**src/rtl/vga_if.sv**
```systemverilog
// Raster timing bundle from the timing generator to pixel/colour logic.
// rgb exists only when VGA_TEST_PATTERN_EN is defined.
interface vga_if #(
  parameter int COORD_W = 10
);
  logic               hsync;
  logic               vsync;
  logic               de;
  logic [COORD_W-1:0] x;
  logic [COORD_W-1:0] y;
  logic               line_start;
  logic               frame_start;
`ifdef VGA_TEST_PATTERN_EN
  logic [11:0]        rgb;
`endif

  modport master (
    output hsync, vsync, de, x, y, line_start, frame_start
`ifdef VGA_TEST_PATTERN_EN
    , output rgb
`endif
  );

  modport slave (
    input hsync, vsync, de, x, y, line_start, frame_start
`ifdef VGA_TEST_PATTERN_EN
    , input rgb
`endif
  );
endinterface

```
**src/rtl/vga_timing_gen.sv**
```systemverilog
// 640x480@60 raster timing generator on the pixel clock, gated by a synchronised PLL lock.
// Define VGA_TEST_PATTERN_EN to add an eight-bar colour test pattern on rgb.
//
// state | meaning
// IDLE  | counters parked at (0,0), outputs at idle levels
// RUN   | counters hold a live raster position being decoded
module vga_timing_gen #(
  parameter int H_ACTIVE  = 640,
  parameter int H_FP      = 16,
  parameter int H_SYNC    = 96,
  parameter int H_BP      = 48,
  parameter int V_ACTIVE  = 480,
  parameter int V_FP      = 10,
  parameter int V_SYNC    = 2,
  parameter int V_BP      = 33,
  parameter bit HSYNC_POL = 1'b0,
  parameter bit VSYNC_POL = 1'b0,
  parameter int COORD_W   = 10
) (
  input  logic  clk_25m,
  input  logic  reset_n,
  input  logic  locked,
  vga_if.master vga
);

  localparam int H_TOTAL = H_ACTIVE + H_FP + H_SYNC + H_BP;
  localparam int V_TOTAL = V_ACTIVE + V_FP + V_SYNC + V_BP;

  localparam logic [COORD_W-1:0] H_LAST   = COORD_W'(H_TOTAL - 1);
  localparam logic [COORD_W-1:0] V_LAST   = COORD_W'(V_TOTAL - 1);
  localparam logic [COORD_W-1:0] H_VIS    = COORD_W'(H_ACTIVE);
  localparam logic [COORD_W-1:0] V_VIS    = COORD_W'(V_ACTIVE);
  localparam logic [COORD_W-1:0] HS_START = COORD_W'(H_ACTIVE + H_FP);
  localparam logic [COORD_W-1:0] HS_END   = COORD_W'(H_ACTIVE + H_FP + H_SYNC);
  localparam logic [COORD_W-1:0] VS_START = COORD_W'(V_ACTIVE + V_FP);
  localparam logic [COORD_W-1:0] VS_END   = COORD_W'(V_ACTIVE + V_FP + V_SYNC);

  typedef enum logic {IDLE, RUN} state_t;

  state_t             state;
  logic               lock_meta;
  logic               run;
  logic [COORD_W-1:0] h_cnt;
  logic [COORD_W-1:0] v_cnt;

  logic               live;
  logic               de_nxt;
  logic               hs_nxt;
  logic               vs_nxt;

  // Output stage decodes the counters while they are live; RUN keeps it decoding
  // for one extra edge after lock loss so the last position is still reported.
  always_comb begin
    live   = run || (state == RUN);
    de_nxt = (h_cnt < H_VIS) && (v_cnt < V_VIS);
    hs_nxt = (h_cnt >= HS_START) && (h_cnt < HS_END);
    vs_nxt = (v_cnt >= VS_START) && (v_cnt < VS_END);
  end

`ifdef VGA_TEST_PATTERN_EN
  logic [2:0]  bar;
  logic [11:0] rgb_nxt;

  always_comb begin
    bar     = 3'(h_cnt / COORD_W'(H_ACTIVE / 8));
    rgb_nxt = 12'h000;
    if (de_nxt) begin
      case (bar)
        3'd0:    rgb_nxt = 12'hFFF;
        3'd1:    rgb_nxt = 12'hFF0;
        3'd2:    rgb_nxt = 12'h0FF;
        3'd3:    rgb_nxt = 12'h0F0;
        3'd4:    rgb_nxt = 12'hF0F;
        3'd5:    rgb_nxt = 12'hF00;
        3'd6:    rgb_nxt = 12'h00F;
        default: rgb_nxt = 12'h000;
      endcase
    end
  end
`endif

  always_ff @(posedge clk_25m or negedge reset_n) begin
    if (!reset_n) begin
      lock_meta       <= 1'b0;
      run             <= 1'b0;
      state           <= IDLE;
      h_cnt           <= '0;
      v_cnt           <= '0;
      vga.hsync       <= ~HSYNC_POL;
      vga.vsync       <= ~VSYNC_POL;
      vga.de          <= 1'b0;
      vga.x           <= '0;
      vga.y           <= '0;
      vga.line_start  <= 1'b0;
      vga.frame_start <= 1'b0;
`ifdef VGA_TEST_PATTERN_EN
      vga.rgb         <= 12'h000;
`endif
    end else begin
      lock_meta <= locked;
      run       <= lock_meta;

      if (run) begin
        state <= RUN;
        if (h_cnt == H_LAST) begin
          h_cnt <= '0;
          v_cnt <= (v_cnt == V_LAST) ? '0 : v_cnt + COORD_W'(1);
        end else begin
          h_cnt <= h_cnt + COORD_W'(1);
        end
      end else begin
        state <= IDLE;
        h_cnt <= '0;
        v_cnt <= '0;
      end

      if (live) begin
        vga.hsync       <= hs_nxt ? HSYNC_POL : ~HSYNC_POL;
        vga.vsync       <= vs_nxt ? VSYNC_POL : ~VSYNC_POL;
        vga.de          <= de_nxt;
        vga.x           <= h_cnt;
        vga.y           <= v_cnt;
        vga.line_start  <= (h_cnt == '0);
        vga.frame_start <= (h_cnt == '0) && (v_cnt == '0);
`ifdef VGA_TEST_PATTERN_EN
        vga.rgb         <= rgb_nxt;
`endif
      end else begin
        vga.hsync       <= ~HSYNC_POL;
        vga.vsync       <= ~VSYNC_POL;
        vga.de          <= 1'b0;
        vga.x           <= '0;
        vga.y           <= '0;
        vga.line_start  <= 1'b0;
        vga.frame_start <= 1'b0;
`ifdef VGA_TEST_PATTERN_EN
        vga.rgb         <= 12'h000;
`endif
      end
    end
  end

endmodule

```
**src/flat_wrapper.sv**
```systemverilog
// flat-port wrapper written by rule: the top's interface ports become plain ports
module vga_timing_gen_flat 
#(
  parameter int H_ACTIVE  = 640,
  parameter int H_FP      = 16,
  parameter int H_SYNC    = 96,
  parameter int H_BP      = 48,
  parameter int V_ACTIVE  = 480,
  parameter int V_FP      = 10,
  parameter int V_SYNC    = 2,
  parameter int V_BP      = 33,
  parameter bit HSYNC_POL = 1'b0,
  parameter bit VSYNC_POL = 1'b0,
  parameter int COORD_W   = 10
)
  (clk_25m, reset_n, locked, vga_hsync, vga_vsync, vga_de, vga_x, vga_y, vga_line_start, vga_frame_start);
  vga_if #(.COORD_W(COORD_W)) vga_i ();
  input  logic clk_25m;
  input  logic reset_n;
  input  logic locked;
  output wire logic [$bits(vga_i.hsync)-1:0] vga_hsync;
  output wire logic [$bits(vga_i.vsync)-1:0] vga_vsync;
  output wire logic [$bits(vga_i.de)-1:0] vga_de;
  output wire logic [$bits(vga_i.x)-1:0] vga_x;
  output wire logic [$bits(vga_i.y)-1:0] vga_y;
  output wire logic [$bits(vga_i.line_start)-1:0] vga_line_start;
  output wire logic [$bits(vga_i.frame_start)-1:0] vga_frame_start;
  assign vga_hsync = vga_i.hsync;
  assign vga_vsync = vga_i.vsync;
  assign vga_de = vga_i.de;
  assign vga_x = vga_i.x;
  assign vga_y = vga_i.y;
  assign vga_line_start = vga_i.line_start;
  assign vga_frame_start = vga_i.frame_start;
  vga_timing_gen #(.H_ACTIVE(H_ACTIVE), .H_FP(H_FP), .H_SYNC(H_SYNC), .H_BP(H_BP), .V_ACTIVE(V_ACTIVE), .V_FP(V_FP), .V_SYNC(V_SYNC), .V_BP(V_BP), .HSYNC_POL(HSYNC_POL), .VSYNC_POL(VSYNC_POL), .COORD_W(COORD_W)) u_core (.clk_25m(clk_25m), .reset_n(reset_n), .locked(locked), .vga(vga_i));
endmodule
```
**config.mk**
```make
export PLATFORM = sky130hd
export DESIGN_NAME = vga_timing_gen_flat
export DESIGN_NICKNAME = d
export VERILOG_FILES = /design/src/rtl/vga_if.sv /design/src/rtl/vga_timing_gen.sv /design/src/flat_wrapper.sv
export SDC_FILE = /design/constraint.sdc
export NUM_CORES = 1
export LEC_CHECK = 0
export CORE_MARGIN = 2
export CORE_UTILIZATION = 40
export DETAILED_ROUTE_END_ITERATION = 16
export PLACE_DENSITY_LB_ADDON = 0.1
export SLEW_MARGIN = 10
export SYNTH_ARGS = -nofsm -noshare
export SYNTH_HDL_FRONTEND = slang
export SYNTH_SLANG_ARGS = --single-unit
```
**constraint.sdc**
```tcl
create_clock -name clk_25m -period 2.96 [get_ports clk_25m]
set_clock_uncertainty 0.05 [all_clocks]
set_input_delay 0.296 -clock clk_25m [delete_from_list [all_inputs] [get_ports clk_25m]]
set_output_delay 0.296 -clock clk_25m [all_outputs]
set_load 0.01 [all_outputs]
```
==> results_dict.tcl <==
set metrics [dict create \
    status "finished, final reports clean" \
    fin_ws_ns 0.653 \
    num_vias 1394 \
    synth_top_family_by_area "simple AND/OR/NAND/NOR gates" \
    fin_nets 212 \
    die_width_um 75.3 \
    grt_first_pass_wirelength_um 6420 \
    core_area_mm2 0.00482 \
    r2r-end "u_core.v_cnt[3]" \
    die_area_mm2 0.00568 \
    grt_pass1_vias 1355 \
    wl_per_cell_um 13.5 \
    pre_cts_slack_ns 0.679 \
    post_cts_buffers 0 \
    setup_violations 0 \
    dp_hpwl_um 2500 \
    ys_seq_area_frac 0.591 \
    synth.avg_cell_area_um2 11.6 \
    overflow 0 \
    synth_edf_count 0 \
    worst_slew_pin_slew_ns 0.999 \
    peakVddDrop_v 0.000412 \
    cp_top_family "compound AO/OA/AOI/OAI gates" \
    startpoint "u_core.v_cnt[0]" \
    antenna_left 0 \
    drt-total-wl_um 3690 \
    drive_above_1_share 0.0922 \
    slowest_stage "o41ai_1" \
    synthSimpleGateAreaFrac 0.233 \
    cp-end-kind "register" \
    netlist_area_mm2 0.00204 \
    clk_pin_slew_worst_paths_ns 0.08 \
    antenna_cells 0 \
    critical_path_arrival_ns 2.44 \
    grt.total_usage 0.152 \
    post-route-period-util 0.780 \
    clock_tree.root_cell "clkbuf_8" \
    cp_num_cells 6 \
    synth_compound_area_frac 0.0928 \
    synth_fa_ha_area_frac 0.0246 \
    initial_core_util 0.423 \
    crit_type "reg -> reg" \
    synth_warnings 0 \
    critPathBufInv 1 \
    whs_ns 0.115 \
    final_common_cell "dfrtp_1" \
    clock_path_buffers 2 \
    drtIter0Drc 96 \
    crit_required_ns 3.10 \
    slew_violations 0 \
    drc_errors 0 \
    htree_levels 2 \
    cts_buffers 5 \
    syn_nets 183 \
    post_cts_resized 0 \
    firstDrtPassIters 4 \
    num_rows 25 \
    synth_xor_area_frac 0.0301 \
    r2r_setup_slack_ns 0.65 \
    synth_cells 176 \
    fin_setup_tns_ns 0 \
    insertion_delay_ns 0.29 \
    port_buffers 27 \
    max_cap_viol_count 0 \
    routed_via_density 5.11 \
    max_freq_mhz 433 \
    clkSinkCount 48 \
    synth_cell_types 39 \
    cts_hold_buffers 0 \
    rsz0062_at_grt "false" \
    critPathCapture "u_core.v_cnt[3]" \
    synth_mux_area_frac 0 \
    fp.dieH_um 75.3 \
    async_flop_share 1.00 \
    grt_max_degree 49 \
    crit_fanout 4 \
    syn2layout_area_growth_pct 21.5 \
    hp-class "in -> async" \
    power.density_mw_per_mm2 485 \
    layout_common_cells "dfrtp_1, clkdlybuf4s50_1, and2_1, nor2_1" \
    ys_seq_elements 48 \
    ys.flop_type "dfrtp_1" \
    antenna_found_initial 0 \
    reg2reg_depth 6 \
    gp_congestion 0.850 \
    leakagePower_nw 1.12 \
    start_kind "register" \
    crit_chain "inv_1 > ha_1 > or4b_4 > o41ai_1 > o21ai_0 > a22o_1" \
    fin_crit_ns 2.31 \
    slowest_delay_ns 0.55 \
    max_slew_margin 0.334 \
    cts_tree "done" \
    pin_count 28 \
    finalHoldViolations 0 \
    fill_cells 433 \
    worstReg2RegStart "u_core.v_cnt[0]" \
]
routing by layer:
layer / global-route usage / share of wire / wire, um
met1: 0.218 / 0.49 / 1820
met2: 0.216 / 0.44 / 1620
met3: 0.0344 / 0.047 / 174
met4: 0.0780 / 0.021 / 78
met5: 0 / 0 / 0
state kept, by name (all words and copies together) (netlist names), 10 cells and up:
register / flops
u_core.v_cnt: 10
u_core.vga.y: 10
u_core.vga.x: 10
u_core.h_cnt: 10
worst min-delay path by stage:
stage	end	cells past startpoint	slack [ns]
final	u_core.vga.x[6]	1	0.11
after global routing	u_core.vga.x[6]	1	0.21
after CTS	u_core.vga.x[6]	1	0.16
after detailed placement	u_core.run	0	0.29
after global placement	u_core.run	0	0.29
after floorplan	u_core.h_cnt[0]	0	-0.05
kinds of logic after synthesis:
group	after synthesis
buf+inv	13
flops	48
compound gates	26
simple gates	78
xor+xnor	7
fa+ha+maj	4
report_power, final:
part | internal, mW | switching [mW] | total (mW) | leakage [nW]
clock | 0.251 | 0.209 | 0.460 | 0.0552
sequential | 0.668 | 0.00805 | 0.676 | 0.645
combinational | 0.0276 | 0.0373 | 0.0648 | 0.415
layout make-up:
class | count | area [um^2] | area share
Clock inverter | 2 | 35.0 | 0.0142
Multi-Input combinational cell | 115 | 774 | 0.313
Tap cell | 67 | 83.8 | 0.0339
Clock buffer | 6 | 72.6 | 0.0294
Sequential cell | 48 | 1200 | 0.487
Timing Repair Buffer | 29 | 280 | 0.113
Inverter | 6 | 22.5 | 0.00911
synthesized netlist by cell type, types with 2 or more instances:
master | instances | area share
inv_1 | 6 | 0.011
nor2b_1 | 5 | 0.015
or3_1 | 3 | 0.0092
dfrtp_1 | 46 | 0.57
and2_1 | 18 | 0.055
a21oi_1 | 2 | 0.0049
nor3_1 | 2 | 0.0049
nor2_1 | 12 | 0.022
ha_1 | 4 | 0.025
nor4_1 | 2 | 0.0061
nand4_1 | 3 | 0.0092
o21ai_0 | 6 | 0.015
nand3b_1 | 3 | 0.011
clkbuf_1 | 5 | 0.0092
xnor2_1 | 2 | 0.0086
and3_1 | 5 | 0.015
o41ai_1 | 2 | 0.0086
and4_1 | 3 | 0.013
nor4b_1 | 2 | 0.0086
a31oi_1 | 5 | 0.015
nand3_1 | 6 | 0.015
nand2_1 | 6 | 0.011
xor2_1 | 5 | 0.022
dfstp_2 | 2 | 0.026
a22o_1 | 6 | 0.026
and2_2 | 2 | 0.0074
through the flow:
stage	instances	utilization	power, mW	instance area [um^2]
4_1_cts	273	0.513	1.22	2470
3_3_place_gp	265	0.491	0.754	2360
6_report	273	0.513	1.20	2470
5_1_grt	273	0.513	1.26	2470
3_5_place_dp	265	0.491	0.756	2360
2_1_floorplan	176	-	0.716	2040
Power figures use the tool's default switching activity.
